File: src/rtl/pipe_skid_reg_pkg.sv
// Shared defaults and counter-control decoding for the pipe_skid_reg stage register.
package pipe_skid_reg_pkg;

    localparam int unsigned PIPE_DATA_W = 32;
    localparam int unsigned PIPE_CNT_W  = 16;

    // Counter action for one cycle; clear always beats increment.
    typedef enum logic [1:0] {
        CNT_HOLD = 2'd0,
        CNT_INC  = 2'd1,
        CNT_CLR  = 2'd2
    } cnt_op_e;

    function automatic cnt_op_e cnt_op(input logic clr, input logic inc);
        if (clr) begin
            return CNT_CLR;
        end
        if (inc) begin
            return CNT_INC;
        end
        return CNT_HOLD;
    endfunction

endpackage

File: src/rtl/pipe_skid_reg_if.sv
// Valid/ready/payload handshake bundle between two pipeline stages.
interface pipe_skid_reg_if
    import pipe_skid_reg_pkg::*;
#(
    parameter int unsigned DATA_W = PIPE_DATA_W
);

    logic              valid;
    logic              ready;
    logic [DATA_W-1:0] data;

    modport master (output valid, output data, input ready);
    modport slave  (input valid, input data, output ready);

endinterface

File: src/rtl/pipe_sat_cnt.sv
// Saturating up-counter with synchronous clear; used for stall/bubble statistics.
module pipe_sat_cnt
    import pipe_skid_reg_pkg::*;
#(
    parameter int unsigned CNT_W = PIPE_CNT_W
) (
    input  logic             clk,
    input  logic             rst,
    input  logic             clr,
    input  logic             inc,
    output logic [CNT_W-1:0] cnt
);

    cnt_op_e op;

    // Decode this cycle's counter action.
    always_comb begin
        op = cnt_op(clr, inc);
    end

    // Count register: stops at all-ones instead of wrapping.
    always_ff @(posedge clk) begin
        if (rst) begin
            cnt <= '0;
        end else begin
            unique case (op)
                CNT_CLR: cnt <= '0;
                CNT_INC: if (cnt != '1) cnt <= cnt + CNT_W'(1);
                default: cnt <= cnt;
            endcase
        end
    end

endmodule

File: src/rtl/pipe_skid_reg.sv
// Generic pipeline stage register with valid/ready handshake, optional skid entry,
// single-cycle flush, NOP payload on bubbles and saturating stall/bubble counters.
module pipe_skid_reg
    import pipe_skid_reg_pkg::*;
#(
    parameter int unsigned       DATA_W    = PIPE_DATA_W,
    parameter bit                SKID      = 1'b1,
    parameter logic [DATA_W-1:0] NOP_VALUE = '0,
    parameter int unsigned       CNT_W     = PIPE_CNT_W
) (
    input  logic             cpu_clk_50M,
    input  logic             cpu_rst,
    input  logic             flush,
    pipe_skid_reg_if.slave   up,
    pipe_skid_reg_if.master  dn,
    input  logic             cnt_clr,
    output logic [CNT_W-1:0] stall_cnt,
    output logic [CNT_W-1:0] bubble_cnt
);

    typedef enum logic [1:0] {
        EMPTY = 2'd0,
        ONE   = 2'd1,
        FULL  = 2'd2
    } state_e;

    state_e            state;
    state_e            state_nxt;
    logic [DATA_W-1:0] main_q;
    logic [DATA_W-1:0] skid_q;
    logic              main_valid;
    logic              up_ready_int;
    logic              xfer_in;
    logic              xfer_out;
    logic              load_main_up;
    logic              load_main_skid;
    logic              load_skid;

    // Handshake qualifiers and downstream outputs (driven only from registers).
    always_comb begin
        main_valid = (state != EMPTY);
        xfer_out   = main_valid && dn.ready;
        xfer_in    = up.valid && up_ready_int;
        dn.valid   = main_valid;
        dn.data    = main_valid ? main_q : NOP_VALUE;
        up.ready   = up_ready_int;
    end

    generate
        if (SKID) begin : g_skid
            logic up_ready_q;

            // Registered ready: low only while both entries are occupied.
            always_ff @(posedge cpu_clk_50M) begin
                if (cpu_rst) begin
                    up_ready_q <= 1'b0;
                end else begin
                    up_ready_q <= (state_nxt != FULL);
                end
            end

            assign up_ready_int = up_ready_q;
        end else begin : g_noskid
            // Single entry: accept whenever the held entry leaves or none is held.
            always_comb begin
                up_ready_int = dn.ready || !main_valid;
            end
        end
    endgenerate

    // Next-state and entry-load decisions; flush discards everything incl. this cycle's input.
    // Without a skid entry, ONE with input-but-no-output cannot occur, so FULL is never reached.
    always_comb begin
        state_nxt      = state;
        load_main_up   = 1'b0;
        load_main_skid = 1'b0;
        load_skid      = 1'b0;
        if (flush) begin
            state_nxt = EMPTY;
        end else begin
            unique case (state)
                EMPTY: begin
                    if (xfer_in) begin
                        state_nxt    = ONE;
                        load_main_up = 1'b1;
                    end
                end
                ONE: begin
                    if (xfer_in && xfer_out) begin
                        load_main_up = 1'b1;
                    end else if (xfer_in) begin
                        state_nxt = FULL;
                        load_skid = 1'b1;
                    end else if (xfer_out) begin
                        state_nxt = EMPTY;
                    end
                end
                FULL: begin
                    if (xfer_out) begin
                        state_nxt      = ONE;
                        load_main_skid = 1'b1;
                    end
                end
                default: state_nxt = EMPTY;
            endcase
        end
    end

    // State register.
    always_ff @(posedge cpu_clk_50M) begin
        if (cpu_rst) begin
            state <= EMPTY;
        end else begin
            state <= state_nxt;
        end
    end

    // Payload registers; contents are masked by state so they need no reset.
    always_ff @(posedge cpu_clk_50M) begin
        if (load_main_up) begin
            main_q <= up.data;
        end else if (load_main_skid) begin
            main_q <= skid_q;
        end
        if (load_skid) begin
            skid_q <= up.data;
        end
    end

    pipe_sat_cnt #(.CNT_W(CNT_W)) u_stall_cnt (
        .clk (cpu_clk_50M),
        .rst (cpu_rst),
        .clr (cnt_clr),
        .inc (main_valid && !dn.ready),
        .cnt (stall_cnt)
    );

    pipe_sat_cnt #(.CNT_W(CNT_W)) u_bubble_cnt (
        .clk (cpu_clk_50M),
        .rst (cpu_rst),
        .clr (cnt_clr),
        .inc (!main_valid),
        .cnt (bubble_cnt)
    );

endmodule

File: src/flat_wrapper.sv
// flat-port wrapper written by rule: the top's interface ports become plain ports
module pipe_skid_reg_flat import pipe_skid_reg_pkg::*;
#(
    parameter int unsigned       DATA_W    = PIPE_DATA_W,
    parameter bit                SKID      = 1'b1,
    parameter logic [DATA_W-1:0] NOP_VALUE = '0,
    parameter int unsigned       CNT_W     = PIPE_CNT_W
)
  (cpu_clk_50M, cpu_rst, flush, cnt_clr, stall_cnt, bubble_cnt, up_valid, up_data, up_ready, dn_valid, dn_data, dn_ready);
  pipe_skid_reg_if #(.DATA_W(DATA_W)) up_i ();
  pipe_skid_reg_if #(.DATA_W(DATA_W)) dn_i ();
  input  logic cpu_clk_50M;
  input  logic cpu_rst;
  input  logic flush;
  input  logic cnt_clr;
  output logic [CNT_W-1:0] stall_cnt;
  output logic [CNT_W-1:0] bubble_cnt;
  input wire logic [$bits(up_i.valid)-1:0] up_valid;
  input wire logic [$bits(up_i.data)-1:0] up_data;
  output wire logic [$bits(up_i.ready)-1:0] up_ready;
  output wire logic [$bits(dn_i.valid)-1:0] dn_valid;
  output wire logic [$bits(dn_i.data)-1:0] dn_data;
  input wire logic [$bits(dn_i.ready)-1:0] dn_ready;
  assign up_i.valid = up_valid;
  assign up_i.data = up_data;
  assign up_ready = up_i.ready;
  assign dn_valid = dn_i.valid;
  assign dn_data = dn_i.data;
  assign dn_i.ready = dn_ready;
  pipe_skid_reg #(.DATA_W(DATA_W), .SKID(SKID), .NOP_VALUE(NOP_VALUE), .CNT_W(CNT_W)) u_core (.cpu_clk_50M(cpu_clk_50M), .cpu_rst(cpu_rst), .flush(flush), .up(up_i), .dn(dn_i), .cnt_clr(cnt_clr), .stall_cnt(stall_cnt), .bubble_cnt(bubble_cnt));
endmodule
File: config.mk
export PLATFORM = sky130hd
export DESIGN_NAME = pipe_skid_reg_flat
export DESIGN_NICKNAME = d
export VERILOG_FILES = /design/src/rtl/pipe_skid_reg_pkg.sv /design/src/rtl/pipe_skid_reg_if.sv /design/src/rtl/pipe_sat_cnt.sv /design/src/rtl/pipe_skid_reg.sv /design/src/flat_wrapper.sv
export SDC_FILE = /design/constraint.sdc
export NUM_CORES = 1
export LEC_CHECK = 0
export CORE_AREA = 2 2 97 137
export CTS_CLUSTER_DIAMETER = 60
export DETAILED_ROUTE_END_ITERATION = 8
export DIE_AREA = 0 0 99 139
export MAX_ROUTING_LAYER = met4
export PLACE_DENSITY = 0.58
export SLEW_MARGIN = 0
export SYNTH_ARGS = -nofsm -noshare
export SYNTH_HDL_FRONTEND = slang
export SYNTH_SLANG_ARGS = --single-unit
File: constraint.sdc
create_clock -name cpu_clk_50M -period 4.55 [get_ports cpu_clk_50M]
set_input_delay 0.91 -clock cpu_clk_50M [delete_from_list [all_inputs] [get_ports cpu_clk_50M]]
set_output_delay 0.91 -clock cpu_clk_50M [all_outputs]
set_load 0.01 [all_outputs]
==> implementation parameters <==
Parameter                              Value

Setup path
  Data arrival time of the critical path ... 2.42 ns
  Type of the setup path with the least slack ... flip-flop to primary output
  Worst path cell trace ... nor2_1, inv_1, and2_1, clkdlybuf4s50_1
  Source of the critical timing path ... u_core.state[1]$_SDFF_PP0_
  Slowest cell on the critical path ... inv_1
  Data required time of the worst path ... 3.64 ns
  Maximum fanout count along the critical path ... 34
  R2r startpoint ... u_core.state[1]$_SDFF_PP0_
  Slowest cell delay on critical path ... 0.67 ns
  Crit path launch type ... flip-flop
  Critical Path End Type ... primary output

Clock tree
  Insertion delay to the later sink of the worst-skew pair ... about 0.34 ns
  Clock buffer count from CTS ... 9
  Number of instances resized during post-cts repair ... 0
  Number of hold buffers added after cts ... 0
  Clock transition at the register clock pins on the worst setup and hold paths after CTS ... ~0.060 ns
  Post-CTS Repair Setup Buffers ... 0
  Buffers from clock root to sink, at most ... 2
  CTS HTree Levels ... 3
  # clock sinks ... 99
  Clock tree from TritonCTS ... done
  Clock tree root buffer cell ... clkbuf_16

Timing
  Sum of negative setup slack ... 0 ns
  Max-Slew Margin vs Limit ... about a third
  Worst Clk Skew ... around 0.013 ns
  Final slew viol count ... 0
  Worst Hold Slack ... slightly above 0.5 ns
  Final Setup Violations ... 0
  Minimum period implied by the final worst setup slack ... approximately 3.3 ns
  Slew at the pin closest to its max-slew limit ... approximately 0.99 ns
  Max Clk Rate ... ~300 MHz
  Setup repair after global routing missed its margin ... false
  Post-route fraction of the period consumed by the critical path ... 73.1%
  Final hold violations ... 0

Die
  Initial cell density of the core ... 34.4%
  Die W ... between 90 and 100 um
  Number of cell rows ... between 40 and 50
  Total Die Area ... 13800 um2
  I/O pins ... 104
  Core Box Area ... 12600 um2
  Overall die height ... 139 um

Pwr
  Ratio of total power to cell area ... ~310 nW/um2
  Part of the power in registers ... 52.9%
  Fraction of power spent switching nets ... a little over a fifth
  IR Drop Worst-Case VDD ... 0.000160 V
  Sw power ... around 380 uW
  Clk pwr share ... 41.5%
  Static leakage ... around 0.0018 uW
  Portion of total power attributed to combinational logic ... about 5.6%
  Internal power ... around 1400 uW

Yosys
  Warning count from the yosys run ... 0
  Gate Count Post-Synth ... about 350
  Average footprint of a synthesized cell ... ~12 um2
  Synth top area cells ... edfxtp_1 44%, dfxtp_1 16%, mux2_2 8.3%
  Post-synthesis adder-cell area fraction ... less than 1%
  Simple-gate share of the synthesized area ... 17.8%
  Flip-flop and latch count after synthesis ... 99
  Netlist area before placement ... ~4300 um2
  Dominant combinational cell family by area after synthesis ... simple AND/OR/NAND/NOR gates
  Most frequently used flop master after synthesis ... edfxtp_1
  Post-Syn Nets ... approximately 400
  Sequential share of the synthesized area ... between 60% and 70%
  Fraction of synthesis flops using an asynchronous set or reset pin ... 0%
  Number of flops mapped to enable cells by yosys ... 64
  Library cells used by synthesis ... 44
  Complex-gate fraction of the synthesized area ... between 8 and 9%
  XOR/XNOR Fraction of Synth Area ... less than 1%
  Proportion of netlist area held by the largest area contributor ... between 40% and 50%
  Library cell occupying the most area in the post-synthesis netlist ... edfxtp_1
  Post-synthesis mux area share ... under 10%

Worst hold path
  Startpoint of the lowest-slack hold path ... u_core.u_bubble_cnt.cnt[1]$_SDFFE_PP0P_
  Class of the tightest hold or removal check ... flip-flop to flip-flop

Placed design
  Final weighted congestion of routability-driven global placement ... roughly 0.77
  HPWL reported at the end of detailed placement ... ~6700 um
  PortBufs ... roughly 100

GRT
  Via count of the first global-routing pass ... roughly 3200
  Initial antenna violation count ... 0
  Aggregate global-route resource usage ... 14.8%
  Largest net degree at the start of global routing ... 35
  First-pass GRT wire length ... about 16000 um
  Leftover overflow at the end of global routing ... 0

Drt
  Routed WL per cell ... approximately 16 um
  DRC violation count after routing ... 0
  Total via count in the routed design ... around 3200
  Final ANT Viol Nets ... 0
  Routed wire length ... between 9000 and 10000 um
  Number of design-rule violations left by the first detailed-router iteration ... between 90 and 100
  Length of the first detailed-routing pass in iterations ... 4
  Drt via density ... 5.25

Cells and area
  Synth-to-layout area growth ... 34.7%
  Inserted Diodes ... 0
  Layout cells sized above 1 ... between 10% and 20%
  Final layout net count ... around 490

Status
  Status ... finished, final reports clean

Job
  Number of max-cap violations ... 0
[through the flow]
stage	total power [uW]	worst slack [ns]	cell area, um2	util (%)	cells
2_1_floorplan	1030	0.735	4320	-	352
3_3_place_gp	1090	1.31	5530	44.0	596
3_5_place_dp	1090	1.26	5530	44.0	596
4_1_cts	1850	1.13	5820	46.3	611
5_1_grt	1900	0.947	5820	46.3	611
6_report	1830	1.22	5820	46.3	611
[power groups by stage]
stage | Clock (uW) | Combinational, uW | Sequential (uW)
finish | 760 | 102 | 968
global route | 816 | 111 | 969
CTS | 781 | 104 | 968
detailed placement | 0 | 104 | 988
global placement | 0 | 102 | 988
floorplan | 0 | 39.9 | 988
[state kept, by name, summed over array words and instances (netlist names)]
register                 count
u_core.main_q               32
u_core.up.ready              1
u_core.skid_q               32
u_core.state                 2
u_core.u_bubble_cnt.cnt     16
u_core.u_stall_cnt.cnt      16
[synth_stat cells, types with 2 or more instances]
library cell / instances
inv_1: 6
nand4_1: 6
mux2_2: 32
or4_1: 11
nand2b_1: 2
and4_1: 6
nand3_1: 10
dfxtp_1: 35
ha_1: 2
clkbuf_1: 10
or2_2: 2
a211oi_1: 5
nor2_1: 8
nand2_1: 23
or3_1: 12
o21ai_0: 8
and3_1: 3
nor3_1: 7
mux2i_1: 7
o31ai_1: 10
and2_1: 32
buf_2: 4
nor4_1: 3
edfxtp_1: 64
a21oi_1: 24
a31oi_1: 2
[area by class of cell]
type / count / area, um2
clock buffers: 9 / 225
clock inverters: 6 / 63.8
fillers: 1140 / 6750
inverters: 6 / 22.5
multi-input cells: 233 / 1650
flip-flops and latches: 99 / 2620
well taps: 153 / 191
repair buffers: 105 / 1050
[layer usage]
metal	track usage, %	wire, um
met1	17.7	4410
met2	23.7	4650
met3	4.39	638
met4	5.34	138
met5	-	0
[worst paths after layout]
path / end / slack, ns / depth (start not counted)
worst max-delay path: dn_data[26] / 1.22 / 4
worst max register to register: u_core.main_q[0]$_DFFE_PP_ / 2.31 / 4
worst min-delay path: u_core.u_bubble_cnt.cnt[1]$_SDFFE_PP0P_ / 0.51 / 2
worst min register to register: u_core.u_bubble_cnt.cnt[1]$_SDFFE_PP0P_ / 0.51 / 2
[worst max-delay path, delay by kind of cell, from the launching register on]
family	cells	cell delay (ns)
flip-flops	1	0.44
AND/OR/NAND/NOR	2	0.42
buffers and inverters	2	1.22
[placed cells by master (no fill, tap or decap), types with 8 or more instances in the layout]
cell / synthesis / final
and2_1: 32 / 32
dfxtp_1: 35 / 35
o21ai_0: 8 / 8
nand3_1: 10 / 10
mux2_2: 32 / 32
clkdlybuf4s50_1: 0 / 103
clkbuf_16: 0 / 9
a21oi_1: 24 / 23
nand2_1: 23 / 23
or4_1: 11 / 11
or3_1: 12 / 12
o31ai_1: 10 / 10
edfxtp_1: 64 / 64
[cells by family (layout without fill, tap and decap cells)]
kind of cell             count (synthesis)  count (layout)
multiplexers                            39              39
AND/OR/NAND/NOR                        131             131
AO/OA/AOI/OAI                           59              59
adder cells (fa/ha/maj)                  2               2
flip-flops                              99              99
buffers and inverters                   20             126
XOR/XNOR                                 2               2
No activity file was read; power rests on OpenSTA's default activity.
